===== src/rtl/tempo_clk_divider_pkg.sv =====
// tempo_pkg: constants shared by the tempo divider and the music-box sequencer
package tempo_pkg;

    localparam int unsigned DEFAULT_HALF_DEF  = 150_000_000;
    localparam int          BEATS_PER_BAR_DEF = 4;

endpackage


===== src/rtl/tempo_clk_divider_if.sv =====
// tempo_clk_divider_if: control and tempo outputs between sequencer and divider
interface tempo_clk_divider_if #(
    parameter int CNT_W  = 28,
    parameter int BEAT_W = 4
);

    logic              en;
    logic              resync;
    logic              div_load;
    logic [CNT_W-1:0]  div_value;
    logic              div_ack;
    logic              clkout;
    logic              tick;
    logic [BEAT_W-1:0] beat_idx;
    logic              bar_pulse;

    modport master (
        output en, resync, div_load, div_value,
        input  div_ack, clkout, tick, beat_idx, bar_pulse
    );

    modport slave (
        input  en, resync, div_load, div_value,
        output div_ack, clkout, tick, beat_idx, bar_pulse
    );

endinterface


===== src/rtl/tempo_clk_divider_beat_counter.sv =====
// beat_counter: beat position within a bar with a strobe on each wrap to beat 0
module beat_counter
    import tempo_pkg::*;
#(
    parameter int BEAT_W        = 4,
    parameter int BEATS_PER_BAR = BEATS_PER_BAR_DEF
)(
    input  logic              clkin,
    input  logic              rst,
    input  logic              advance,
    input  logic              clear,
    output logic [BEAT_W-1:0] beat_idx,
    output logic              bar_pulse
);

    logic [BEAT_W-1:0] beat_q, beat_d;
    logic              bar_q, bar_d;
    logic              wrap;

    assign wrap      = beat_q == BEAT_W'(BEATS_PER_BAR - 1);
    assign beat_idx  = beat_q;
    assign bar_pulse = bar_q;

    // next beat: clear wins, otherwise advance with wrap at the bar length
    always_comb begin
        beat_d = clear ? '0 : advance ? (wrap ? '0 : beat_q + 1'b1) : beat_q;
        bar_d  = !clear && advance && wrap;
    end

    // beat state register
    always_ff @(posedge clkin or posedge rst) begin
        if (rst) begin
            beat_q <= '0;
            bar_q  <= 1'b0;
        end else begin
            beat_q <= beat_d;
            bar_q  <= bar_d;
        end
    end

endmodule


===== src/rtl/tempo_clk_divider.sv =====
// tempo_clk_divider: programmable half-period divider producing tempo, tick and beat position
module tempo_clk_divider
    import tempo_pkg::*;
#(
    parameter int          CNT_W         = 28,
    parameter int unsigned DEFAULT_HALF  = DEFAULT_HALF_DEF,
    parameter int          BEAT_W        = 4,
    parameter int          BEATS_PER_BAR = BEATS_PER_BAR_DEF
)(
    input  logic clkin,
    input  logic rst,
    tempo_clk_divider_if.slave bus
);

    logic [CNT_W-1:0] cnt_q, cnt_d;
    logic [CNT_W-1:0] half_q, half_d;
    logic [CNT_W-1:0] pend_val_q, pend_val_d;
    logic             pend_vld_q, pend_vld_d;
    logic             clkout_q, clkout_d;
    logic             tick_q, tick_d;
    logic             ack_q, ack_d;
    logic             term;
    logic             advance;

    assign term        = bus.en && (cnt_q == half_q);
    assign advance     = term && !clkout_q && !bus.resync;
    assign bus.clkout  = clkout_q;
    assign bus.tick    = tick_q;
    assign bus.div_ack = ack_q;

    // next state: resync beats terminal beats count; a load is staged after any
    // apply so a load on the terminal cycle waits for the following terminal
    always_comb begin
        cnt_d      = cnt_q;
        half_d     = half_q;
        pend_val_d = pend_val_q;
        pend_vld_d = pend_vld_q;
        clkout_d   = clkout_q;
        tick_d     = 1'b0;
        ack_d      = 1'b0;
        if (bus.resync) begin
            cnt_d    = '0;
            clkout_d = 1'b0;
        end else if (term) begin
            cnt_d    = '0;
            clkout_d = !clkout_q;
            tick_d   = 1'b1;
            if (pend_vld_q) begin
                half_d     = pend_val_q;
                pend_vld_d = 1'b0;
                ack_d      = 1'b1;
            end
        end else if (bus.en) begin
            cnt_d = cnt_q + 1'b1;
        end
        if (bus.div_load) begin
            pend_val_d = bus.div_value;
            pend_vld_d = 1'b1;
        end
    end

    // divider state register
    always_ff @(posedge clkin or posedge rst) begin
        if (rst) begin
            cnt_q      <= '0;
            half_q     <= CNT_W'(DEFAULT_HALF);
            pend_val_q <= '0;
            pend_vld_q <= 1'b0;
            clkout_q   <= 1'b0;
            tick_q     <= 1'b0;
            ack_q      <= 1'b0;
        end else begin
            cnt_q      <= cnt_d;
            half_q     <= half_d;
            pend_val_q <= pend_val_d;
            pend_vld_q <= pend_vld_d;
            clkout_q   <= clkout_d;
            tick_q     <= tick_d;
            ack_q      <= ack_d;
        end
    end

    beat_counter #(
        .BEAT_W        (BEAT_W),
        .BEATS_PER_BAR (BEATS_PER_BAR)
    ) u_beat (
        .clkin     (clkin),
        .rst       (rst),
        .advance   (advance),
        .clear     (bus.resync),
        .beat_idx  (bus.beat_idx),
        .bar_pulse (bus.bar_pulse)
    );

endmodule


===== src/flat_wrapper.sv =====
// flat-port wrapper written by rule: the top's interface ports become plain ports
module tempo_clk_divider_flat import tempo_pkg::*;
#(
    parameter int          CNT_W         = 28,
    parameter int unsigned DEFAULT_HALF  = DEFAULT_HALF_DEF,
    parameter int          BEAT_W        = 4,
    parameter int          BEATS_PER_BAR = BEATS_PER_BAR_DEF
)
  (clkin, rst, bus_en, bus_resync, bus_div_load, bus_div_value, bus_div_ack, bus_clkout, bus_tick, bus_beat_idx, bus_bar_pulse);
  tempo_clk_divider_if #(.CNT_W(CNT_W), .BEAT_W(BEAT_W)) bus_i ();
  input  logic clkin;
  input  logic rst;
  input wire logic [$bits(bus_i.en)-1:0] bus_en;
  input wire logic [$bits(bus_i.resync)-1:0] bus_resync;
  input wire logic [$bits(bus_i.div_load)-1:0] bus_div_load;
  input wire logic [$bits(bus_i.div_value)-1:0] bus_div_value;
  output wire logic [$bits(bus_i.div_ack)-1:0] bus_div_ack;
  output wire logic [$bits(bus_i.clkout)-1:0] bus_clkout;
  output wire logic [$bits(bus_i.tick)-1:0] bus_tick;
  output wire logic [$bits(bus_i.beat_idx)-1:0] bus_beat_idx;
  output wire logic [$bits(bus_i.bar_pulse)-1:0] bus_bar_pulse;
  assign bus_i.en = bus_en;
  assign bus_i.resync = bus_resync;
  assign bus_i.div_load = bus_div_load;
  assign bus_i.div_value = bus_div_value;
  assign bus_div_ack = bus_i.div_ack;
  assign bus_clkout = bus_i.clkout;
  assign bus_tick = bus_i.tick;
  assign bus_beat_idx = bus_i.beat_idx;
  assign bus_bar_pulse = bus_i.bar_pulse;
  tempo_clk_divider #(.CNT_W(CNT_W), .DEFAULT_HALF(DEFAULT_HALF), .BEAT_W(BEAT_W), .BEATS_PER_BAR(BEATS_PER_BAR)) u_core (.clkin(clkin), .rst(rst), .bus(bus_i));
endmodule

===== config.mk =====
export PLATFORM = sky130hd
export DESIGN_NAME = tempo_clk_divider_flat
export DESIGN_NICKNAME = d
export VERILOG_FILES = /design/src/rtl/tempo_clk_divider_pkg.sv /design/src/rtl/tempo_clk_divider_if.sv /design/src/rtl/tempo_clk_divider_beat_counter.sv /design/src/rtl/tempo_clk_divider.sv /design/src/flat_wrapper.sv
export SDC_FILE = /design/constraint.sdc
export NUM_CORES = 1
export LEC_CHECK = 0
export CORE_MARGIN = 3
export CORE_UTILIZATION = 46
export CTS_CLUSTER_SIZE = 10
export DETAILED_ROUTE_END_ITERATION = 12
export PLACE_DENSITY = 0.66
export SLEW_MARGIN = 20
export SYNTH_ARGS = -nofsm -noshare
export SYNTH_HDL_FRONTEND = slang
export SYNTH_SLANG_ARGS = --single-unit
export TNS_END_PERCENT = 30

===== constraint.sdc =====
create_clock -name clkin -period 3.7 [get_ports clkin]
set_input_delay 0.925 -clock clkin [delete_from_list [all_inputs] [get_ports clkin]]
set_output_delay 0.925 -clock clkin [all_outputs]
set_load 0.01 [all_outputs]

==> qor.csv <==
stage,metric,value,unit
run_status,status,completed,
die,io-pin-count,41,
min_path,holdCritStartpoint,u_core.pend_val_q[2]$_DFFE_PP0P_,
layout,nets,426,
die,die_w,102,um
routing,drc,0,
die,rows,34,
layout,seq_area,0.00234,mm2
synth,synthCells,346,
die,start_util,0.481,
critical_path,crit_path_start_kind,primary input,
cts,clk_pin_slew,90,ps
layout,multi_input_area,0.00183,mm2
synth,syn_area_per_cell,12.4,um2
placement,dp.final_hpwl,5570,um
sta,fin_hold_ws,495,ps
routing,totalWireLength,7980,um
grt,antenna_found_initial,0,
placement,place_inst,488,
sta,slew_headroom,0.519,
critical_path,crit_type,primary input to flop,
synth,synth_top_cell_by_area,dfrtp_1,
layout,drive_gt1_frac,0.237,
grt,use_met1,0.231,
cts,cts_tree,done,
min_path,hold_path.class,flop to flop,
sta,finalSetupViolCount,0,
die,dieArea,0.0105,mm2
sta,grt_setup_unrepaired,no,
layout,fillers,754,
grt,grtUsageTotal,0.168,
placement,place_congestion,0.860,
layout,fin_cells,504,
power_and_ir_drop,power.total,2.46,mW
grt,met2_usage,0.264,
sta,fmaxAchievable,340,MHz
placement,portBuffers,40,
critical_path,cp_max_fo,29,
layout,synthToLayoutAreaGrowth,17.9,%
power_and_ir_drop,power_density,488,mW/mm2
routing,ant_nets,0,
critical_path,timing.rr.start,u_core.cnt_q[2]$_DFFE_PP0P_,
die,die_y,102,um
cts,clockBufferDepth,2,
cts,cts_setup_buffers,0,
grt,grt_max_degree,68,
synth,seq_area_frac_synth,0.547,
synth,yosys-top-cells-area,"dfrtp_1 49%, mux2_2 12%, dfstp_2 6.1%",
synth,synth_top_cell_area_share,0.485,
cts,cts_hold_buffers,0,
die,core_area,0.00889,mm2
synth,ys_seq_elements,93,
critical_path,endpoint_kind,flop,
sta,setup_tns,0,ps
cts,cts.sink_count,93,
synth,synth_cell_type_count,43,
cts,clk-insertion-delay-late,360,ps
routing,vias,2668,
critical_path,crit_start,bus_en,
power_and_ir_drop,power.leakage,2.13,nW
routing,dr.pass1.iters,6,
min_path,worstHoldPathCells,1,
grt,busiest_layer,met2,
grt,grt_pass1_wl,13500,um
cts,root_buffer,clkbuf_8,
sta,worst_slew_pin_slew,721,ps
cts,cts_resized,0,
synth,synth_area,0.00428,mm2
critical_path,reg2reg_depth,6,
run,cap_violations,0,
layout,n_antenna_cell,0,
critical_path,required,3940,ps
sta,min_period_over_period,0.794,
grt,grt-ovfl-total,0,
sta,hold_violations,0,
critical_path,critPathArrivalTime,3180,ps
critical_path,timing.rr.end,u_core.half_q[11]$_DFFE_PP0P_,
synth,synth_nets,381,
sta,drv_slew,0,
power_and_ir_drop,ir_drop,0.208,mV
min_path,holdPathEnd,u_core.half_q[2]$_DFFE_PP0P_,
grt,use_met3,0.0294,
routing,drtIter0Drc,152,
routing,via_per_inst,5.29,
sta,fin_skew,15.4,ps
grt,grt_pass1_vias,2769,
routing,drt-wirelength-per-cell,15.8,um
critical_path,reg2reg_setup_slack,1180,ps
cts,cts_made_buffers,9,
sta,fin_crit,2940,ps
synth,yosys_warnings,0,
cts,cts_max_level,3,
==> through the flow <==
stage          area [um2]   util  worst slack, ps
3_3_place_gp         4810  0.541              487
6_report             5040  0.567              762
4_1_cts              5040  0.567              788
2_1_floorplan        4280      -              371
3_5_place_dp         4810  0.541              410
5_1_grt              5040  0.567              644
==> kinds of logic (layout without fill, tap and decap cells) <==
| group | after synthesis | after routing | synth area share |
|---|---|---|---|
| AO/OA/AOI/OAI | 15 | 15 | 0.0284 |
| XOR/XNOR | 46 | 46 | 0.0942 |
| adder cells (fa/ha/maj) | 2 | 2 | 0.00585 |
| buffers and inverters | 22 | 72 | 0.0266 |
| flip-flops | 93 | 93 | 0.547 |
| multiplexers | 58 | 58 | 0.160 |
| AND/OR/NAND/NOR | 110 | 110 | 0.138 |
==> synth_stat cells (all sizes together) <==
cell	n
nor4	4
or2	1
xnor2	25
and4b	2
nand2b	9
mux2i	2
buf	7
o31ai	2
nand4	13
o22ai	1
a221oi	1
nor2b	4
nand3	10
nor2	43
dfrtp	83
o2111ai	2
dfstp	10
o21ai	1
clkbuf	4
nor3b	1
and4	2
inv	11
xor2	21
o211ai	1
o211a	1
a222oi	1
mux2	56
nand2	13
or4	1
a2111oi	1
ha	2
a21oi	4
nor3	5
and3	2
==> placed cells by master (no fill, tap or decap), types with 2 or more instances in the layout <==
master	n
nand3_1	10
nor2_1	43
nand4_1	12
a21oi_1	4
xor2_1	21
dfstp_2	10
clkbuf_8	9
dfrtp_1	83
buf_12	2
mux2_2	47
buf_4	3
nand2b_1	9
inv_1	10
bufinv_16	3
nor4_1	2
nand2_1	13
nor2b_1	4
and4b_1	2
ha_1	2
o31ai_1	2
clkdlybuf4s50_1	40
mux2i_1	2
and3_1	2
clkinv_2	2
mux2_4	9
and4_1	2
xnor2_1	25
nor3_1	5
==> report_power, final <==
part           switching [mW]  internal [mW]  total, mW
Clock                   0.347          0.449      0.796
Combinational           0.175          0.233      0.409
Sequential             0.0975           1.16       1.26
Total                   0.620           1.84       2.46
==> state kept, by name (all words and copies together), names as in the netlist <==
register                 count
u_core.bus.clkout            1
u_core.bus.div_ack           1
u_core.bus.tick              1
u_core.cnt_q                28
u_core.half_q               28
u_core.pend_val_q           28
u_core.pend_vld_q            1
u_core.u_beat.bar_pulse      1
u_core.u_beat.beat_idx       4
==> worst max path at each step <==
stage | end | slack, ps
floorplan | u_core.bus.clkout$_DFFE_PP0P_ | 370
global placement | u_core.half_q[13]$_DFFE_PP0P_ | 490
detailed placement | u_core.half_q[9]$_DFFE_PP0P_ | 410
CTS | u_core.half_q[11]$_DFFE_PP0P_ | 790
global route | u_core.half_q[11]$_DFFE_PP0P_ | 640
finish | u_core.half_q[11]$_DFFE_PP0P_ | 760
==> per-layer routing <==
metal  vias to the layer above  part of all wire  routed length [um]
li1                       1278                 -                   -
met1                      1334              0.48                3800
met2                        44              0.47                3780
met3                        12             0.032                 258
met4                         0             0.017                 138
met5                         -                 0                   0
==> layout make-up <==
class / count / area share
clock buffers: 10 / 0.0253
well taps: 108 / 0.0268
flip-flops and latches: 93 / 0.464
clock inverters: 6 / 0.0221
multi-input cells: 231 / 0.362
inverters: 11 / 0.00843
repair buffers: 45 / 0.0918
==> critical path, cell delays in order <==
cell and delay, ps:
clkdlybuf4s50_1 610, o211ai_1 180, nor4_4 330, nand4_4 220
nor3b_4 300, buf_12 230, mux2_2 360
No activity file was read; power rests on OpenSTA's default activity.
